`src/rtl/load_store_unit.sv`:
```
// RV32I load/store engine: one request at a time, effective-address + legality check, dmem drive, load extend.
// Latency: fault T+1, store T+2, load T+2+READ_LATENCY; req_ready only in IDLE (no pipelining).
module load_store_unit #(
  parameter int READ_LATENCY = 1
) (
  input  logic        clk,
  input  logic        reset,
  input  logic        req_valid,
  output logic        req_ready,
  input  logic        req_is_store,
  input  logic [2:0]  req_funct3,
  input  logic [31:0] req_base,
  input  logic [31:0] req_offset,
  input  logic [31:0] req_store_data,
  input  logic [4:0]  req_rd,
  output logic        resp_valid,
  output logic [4:0]  resp_rd,
  output logic [31:0] resp_data,
  output logic        resp_we,
  output logic        resp_misaligned,
  output logic        resp_illegal,
  output logic        busy,
  output logic        dmem_wren,
  output logic [2:0]  dmem_funct3,
  output logic [31:0] dmem_address,
  output logic [31:0] dmem_data_in,
  input  logic [31:0] dmem_data_out
);

  typedef enum logic [1:0] {IDLE, ACCESS, WAIT, RESPOND} state_t;

  typedef struct packed {
    logic       is_store;
    logic [2:0] funct3;
    logic [1:0] lane;
    logic [4:0] rd;
  } req_t;

  state_t      state;
  req_t        req_q;
  logic [2:0]  wait_cnt;
  logic [31:0] ea;
  logic        illegal;
  logic        misaligned;

  assign req_ready = (state == IDLE);
  assign busy      = (state != IDLE);

  always_comb begin
    ea = req_base + req_offset;
    case (req_funct3)
      3'b000, 3'b001, 3'b010: illegal = 1'b0;
      3'b100, 3'b101:         illegal = req_is_store;
      default:                illegal = 1'b1;
    endcase
    // Illegal wins: misaligned is only reported for a legal encoding.
    misaligned = 1'b0;
    if (!illegal) begin
      case (req_funct3[1:0])
        2'b01:   misaligned = ea[0];
        2'b10:   misaligned = |ea[1:0];
        default: misaligned = 1'b0;
      endcase
    end
  end

  function automatic logic [31:0] load_extend(input logic [2:0] f3, input logic [1:0] lane,
                                              input logic [31:0] word);
    logic [7:0]  b;
    logic [15:0] h;
    case (lane)
      2'b00:   b = word[7:0];
      2'b01:   b = word[15:8];
      2'b10:   b = word[23:16];
      default: b = word[31:24];
    endcase
    h = lane[1] ? word[31:16] : word[15:0];
    case (f3)
      3'b000:  return {{24{b[7]}}, b};
      3'b001:  return {{16{h[15]}}, h};
      3'b100:  return {24'b0, b};
      3'b101:  return {16'b0, h};
      default: return word;
    endcase
  endfunction

  always_ff @(posedge clk) begin
    if (reset) begin
      state           <= IDLE;
      req_q           <= '0;
      wait_cnt        <= '0;
      resp_valid      <= 1'b0;
      resp_rd         <= '0;
      resp_data       <= '0;
      resp_we         <= 1'b0;
      resp_misaligned <= 1'b0;
      resp_illegal    <= 1'b0;
      dmem_wren       <= 1'b0;
      dmem_funct3     <= '0;
      dmem_address    <= '0;
      dmem_data_in    <= '0;
    end else begin
      resp_valid      <= 1'b0;
      resp_rd         <= '0;
      resp_data       <= '0;
      resp_we         <= 1'b0;
      resp_misaligned <= 1'b0;
      resp_illegal    <= 1'b0;
      case (state)
        IDLE: begin
          if (req_valid) begin
            req_q <= '{is_store: req_is_store, funct3: req_funct3, lane: ea[1:0], rd: req_rd};
            if (illegal || misaligned) begin
              state           <= RESPOND;
              resp_valid      <= 1'b1;
              resp_rd         <= req_rd;
              resp_illegal    <= illegal;
              resp_misaligned <= misaligned;
            end else begin
              // Loads always fetch the whole aligned word; lane select happens on return.
              state        <= ACCESS;
              dmem_wren    <= req_is_store;
              dmem_funct3  <= req_is_store ? req_funct3 : 3'b010;
              dmem_address <= req_is_store ? ea : {ea[31:2], 2'b00};
              dmem_data_in <= req_is_store ? req_store_data : 32'b0;
            end
          end
        end
        ACCESS: begin
          if (req_q.is_store) begin
            state        <= RESPOND;
            dmem_wren    <= 1'b0;
            dmem_funct3  <= '0;
            dmem_address <= '0;
            dmem_data_in <= '0;
            resp_valid   <= 1'b1;
            resp_rd      <= req_q.rd;
          end else begin
            state    <= WAIT;
            wait_cnt <= 3'(READ_LATENCY - 1);
          end
        end
        WAIT: begin
          if (wait_cnt == 3'd0) begin
            state        <= RESPOND;
            dmem_funct3  <= '0;
            dmem_address <= '0;
            resp_valid   <= 1'b1;
            resp_rd      <= req_q.rd;
            resp_data    <= load_extend(req_q.funct3, req_q.lane, dmem_data_out);
            resp_we      <= (req_q.rd != 5'd0);
          end else begin
            wait_cnt <= wait_cnt - 3'd1;
          end
        end
        RESPOND: state <= IDLE;
        default: state <= IDLE;
      endcase
    end
  end

endmodule
```
`config.mk`:
```
export PLATFORM = sky130hd
export DESIGN_NAME = load_store_unit
export DESIGN_NICKNAME = d
export VERILOG_FILES = /design/src/rtl/load_store_unit.sv
export SDC_FILE = /design/constraint.sdc
export NUM_CORES = 1
export LEC_CHECK = 0
export ABC_AREA = 1
export CORE_MARGIN = 8
export CORE_UTILIZATION = 40
export CTS_CLUSTER_SIZE = 40
export DETAILED_ROUTE_END_ITERATION = 8
export GPL_TIMING_DRIVEN = 0
export PLACE_DENSITY = 0.69
export SLEW_MARGIN = 20
export SYNTH_ARGS = -nofsm -noshare
export SYNTH_HDL_FRONTEND = slang
export SYNTH_SLANG_ARGS = --single-unit
export TNS_END_PERCENT = 20
```
`constraint.sdc`:
```
create_clock -name clk -period 2.85 [get_ports clk]
set_input_delay 0.57 -clock clk [delete_from_list [all_inputs] [get_ports clk]]
set_output_delay 0.57 -clock clk [all_outputs]
set_load 0.005 [all_outputs]
```
==> impl_metrics.tcl <==
set metrics [dict create \
    synth_adder_area_share_pct 7.15 \
    fmax_mhz 365 \
    clock-sinks 125 \
    avgRoutedWirePerCell_um 14.5 \
    synth_top_area_share_pct 33.6 \
    overflow 0 \
    grt_pass1_vias 7789 \
    rows 50 \
    finalClockSkew_ns 0.0108 \
    top_layer "met4" \
    period_share_pct 96.1 \
    ir_worst_vdd_mv 0.392 \
    routed_via_density 4.82 \
    final_nets 1609 \
    r2r_end "dmem_funct3[2]" \
    wl_met1_um 10400 \
    synth.avg_cell_area_sq_um 6.48 \
    relSlewSlack_pct 55.6 \
    maxSlewViolCount 0 \
    slowest_stage "fa_1" \
    place_congestion 0.920 \
    yosys_warnings 0 \
    rsz0062_at_grt "false" \
    rrSetupSlack_ns 0.59 \
    synthesis.area_sq_um 7450 \
    grt_antenna_before_repair 0 \
    postCtsHoldBufs 0 \
    insertedDiodeCount 0 \
    cp-start-kind "input pin" \
    cp_cell_sequence "clkdlybuf4s50_1 -> ha_2 -> inv_1 -> fa_1 -> inv_2 -> a21oi_2 -> or2_4 -> nand2_1 -> nand2_4 -> nand3_4 -> nor2_8 -> buf_8 -> nand3_1 -> a21oi_1" \
    fp.dieH_um 152 \
    ff2ff_path_depth 10 \
    io_pins 251 \
    critical_path_class "in2reg" \
    first_pass_iters 5 \
    yosysSeqAreaShare_pct 33.6 \
    synthXorXnorAreaFrac_pct 1.65 \
    core-area_sq_um 18500 \
    crit_end "dmem_funct3[2]" \
    yosysMostFrequentCell "nand2_1" \
    placed_cell_area_sq_um 10200 \
    clk_pin_slew_ns 0.06 \
    layout-drive-gt1-share_pct 6.53 \
    drv_cap 0 \
    wl_met2_um 12100 \
    worst_path_largest_cell_delay_ns 0.49 \
    dieArea_sq_um 23300 \
    yosys.area.top_type "dfxtp_1" \
    drt_iter0_drc 429 \
    synthToLayoutAreaGrowth_pct 46.9 \
    worst_pin_slew_ns 0.663 \
    powerDensity_nw_per_um2 780 \
    io_buffers 249 \
    cp-end-kind "flip-flop" \
    yosys.area_share.simple_pct 32.2 \
    r2r_start "state[0]" \
    cts_tree "yes" \
    synthMuxAreaShare_pct 0 \
    cp.depth 14 \
    crit_family "simple AND/OR/NAND/NOR gates" \
    syn-instance-count 1150 \
    cp.required_ns 3.19 \
    grt_first_pass_wirelength_um 39400 \
    ys_top_cells_by_area "dfxtp_1 (34%), nand2_1 (19%), inv_1 (8.6%), a21oi_1 (8.1%), ha_1 (6.9%)" \
    dp.cells 1633 \
    cts_root_buf "clkbuf_16" \
    final_cell_area_sq_um 10900 \
    drc 0 \
    hold_path.class "reg2reg" \
    arrival_ns 3.08 \
    grt.total_usage_pct 20.6 \
    setup_viol 0 \
    synth_top_family_by_area "simple AND/OR/NAND/NOR gates" \
    yosys_register_bits 125 \
    start_util_pct 40.2 \
    timing.critical_path.buf_inv 4 \
    synth-compound-area-share_pct 14.0 \
    worstSkewPairLatency_ns 0.41 \
    place_hpwl_um 19600 \
    hold_ws_ns 0.462 \
    routed_wl_um 24300 \
    worstPathMaxFanout 7 \
    final_cells 1674 \
    synthArstFlopShare_pct 0 \
    clockBufferDepth 2 \
    outcome "complete, no violations" \
    routed-wl-met3_um 1200 \
    leakagePower_nw 5.06 \
    vias 8068 \
    synth_top_flop_cell "dfxtp_1" \
    fillers 1810 \
    cts_buffers 17 \
    cts_max_level 4 \
    ys_types 39 \
    finalHoldViolations 0 \
    die_x_um 152 \
    ant_nets 0 \
    final.min_clock_period_ns 2.74 \
    grt_max_degree 17 \
    yosys-top-cells-count "nand2_1 (380), inv_1 (170), dfxtp_1 (125), a21oi_1 (121), nand3_1 (88)" \
    synth_fp_nets 1332 \
    startpoint "req_offset[0]" \
    synth_edf_count 0 \
]
layout make-up:
type                            count  area [sq um]  share of cell area, %
Sequential cell                   125          2500                   22.9
Timing Repair Buffer              258          2580                   23.5
Tap cell                          234           293                   2.67
Inverter                          172           646                   5.90
Clock buffer                       20           467                   4.26
Clock inverter                     12           111                   1.02
Multi-Input combinational cell    813          4130                   37.8
Buffer                             40           216                   1.98
routing by layer:
layer  vias up  track usage (%)
met5         -                0
met4         0             7.07
met3        34             4.20
met2       235             37.6
met1      3592             23.5
li1       4207                -
how the worst min path moves through the flow:
stage	cells after the start	slack [ns]	end	startpoint
finish	2	0.46	dmem_funct3[2]	dmem_funct3[2]
global route	2	0.48	dmem_funct3[0]	dmem_funct3[0]
CTS	2	0.46	dmem_data_in[1]	dmem_data_in[1]
detailed placement	2	0.45	dmem_data_in[1]	dmem_data_in[1]
global placement	1	0.44	wait_cnt[2]	wait_cnt[2]
floorplan	1	0.43	wait_cnt[2]	wait_cnt[2]
cell usage in the layout, fill, tap and decap left out, types with 2 or more instances in the layout:
| master | synthesis | layout |
|---|---|---|
| clkbuf_16 | 0 | 18 |
| clkinv_4 | 0 | 3 |
| inv_1 | 170 | 169 |
| nand3_2 | 11 | 10 |
| a21oi_1 | 121 | 120 |
| o21ai_0 | 27 | 27 |
| o21ai_1 | 2 | 2 |
| xor2_1 | 14 | 14 |
| clkbuf_8 | 0 | 3 |
| dfxtp_1 | 125 | 125 |
| nor2_1 | 69 | 68 |
| nand3b_1 | 2 | 2 |
| inv_6 | 0 | 2 |
| nor3_1 | 4 | 4 |
| inv_2 | 2 | 3 |
| clkdlybuf4s50_1 | 0 | 249 |
| clkinv_2 | 0 | 3 |
| o221ai_1 | 2 | 2 |
| nand3_4 | 1 | 2 |
| or2_2 | 5 | 4 |
| nand3_1 | 88 | 88 |
| clkbuf_1 | 22 | 22 |
| buf_1 | 2 | 2 |
| a22oi_1 | 6 | 6 |
| a211oi_1 | 8 | 8 |
| nand2_1 | 380 | 380 |
| clkbuf_4 | 0 | 3 |
| a21oi_2 | 10 | 11 |
| buf_2 | 10 | 7 |
| buf_4 | 3 | 11 |
| clkinvlp_4 | 0 | 3 |
| ha_1 | 41 | 40 |
| o21bai_1 | 4 | 4 |
| nand4_1 | 7 | 7 |
metrics by stage:
| step | utilization, % | TNS [ns] | worst slack, ns | total power, W |
|---|---|---|---|---|
| after floorplan | - | 0 | 0.438 | 0.00460 |
| after global placement | 55.3 | -26.14 | -0.480 | 0.00621 |
| after detailed placement | 55.3 | -25.52 | -0.476 | 0.00625 |
| after CTS | 58.6 | -0.00104 | -0.00104 | 0.00844 |
| after global routing | 59.1 | 0 | 0.0115 | 0.00914 |
| final | 59.1 | 0 | 0.111 | 0.00854 |
tightest hold or removal path, cell delays in order, from the launching register on:
cell,delay (ns)
dfxtp_1,0.31
nand2_1,0.06
a21oi_1,0.05
cells by family after synthesis:
kind of cell,Yosys count
AND/OR/NAND/NOR,571
AO/OA/AOI/OAI,186
XOR/XNOR,14
flip-flops,125
buffers and inverters,212
adder cells (fa/ha/maj),42
power breakdown:
| part | internal (W) | leakage, nW | switching, W |
|---|---|---|---|
| clock | 0.00127 | 0.279 | 0.000808 |
| sequential | 0.00217 | 1.02 | 0.000211 |
| combinational | 0.00187 | 3.76 | 0.00221 |
| total | 0.00531 | 5.06 | 0.00323 |
flip-flops by register name, indices dropped and copies added, names as in the netlist:
| name | flops |
|---|---|
| dmem_address | 32 |
| dmem_data_in | 32 |
| resp_data | 32 |
| req_q | 11 |
| resp_rd | 5 |
| dmem_funct3 | 3 |
| wait_cnt | 3 |
| state | 2 |
| dmem_wren | 1 |
| resp_illegal | 1 |
| resp_misaligned | 1 |
| resp_valid | 1 |
| resp_we | 1 |
timing repair:
item                                    in CTS  in global routing
cloned                                       0                  1
endpoints found under the setup margin       2                 65
setup buffers                                5                  3
resized for setup                            1                 12
pin swaps                                    2                  4
No activity file was read; power rests on OpenSTA's default activity.
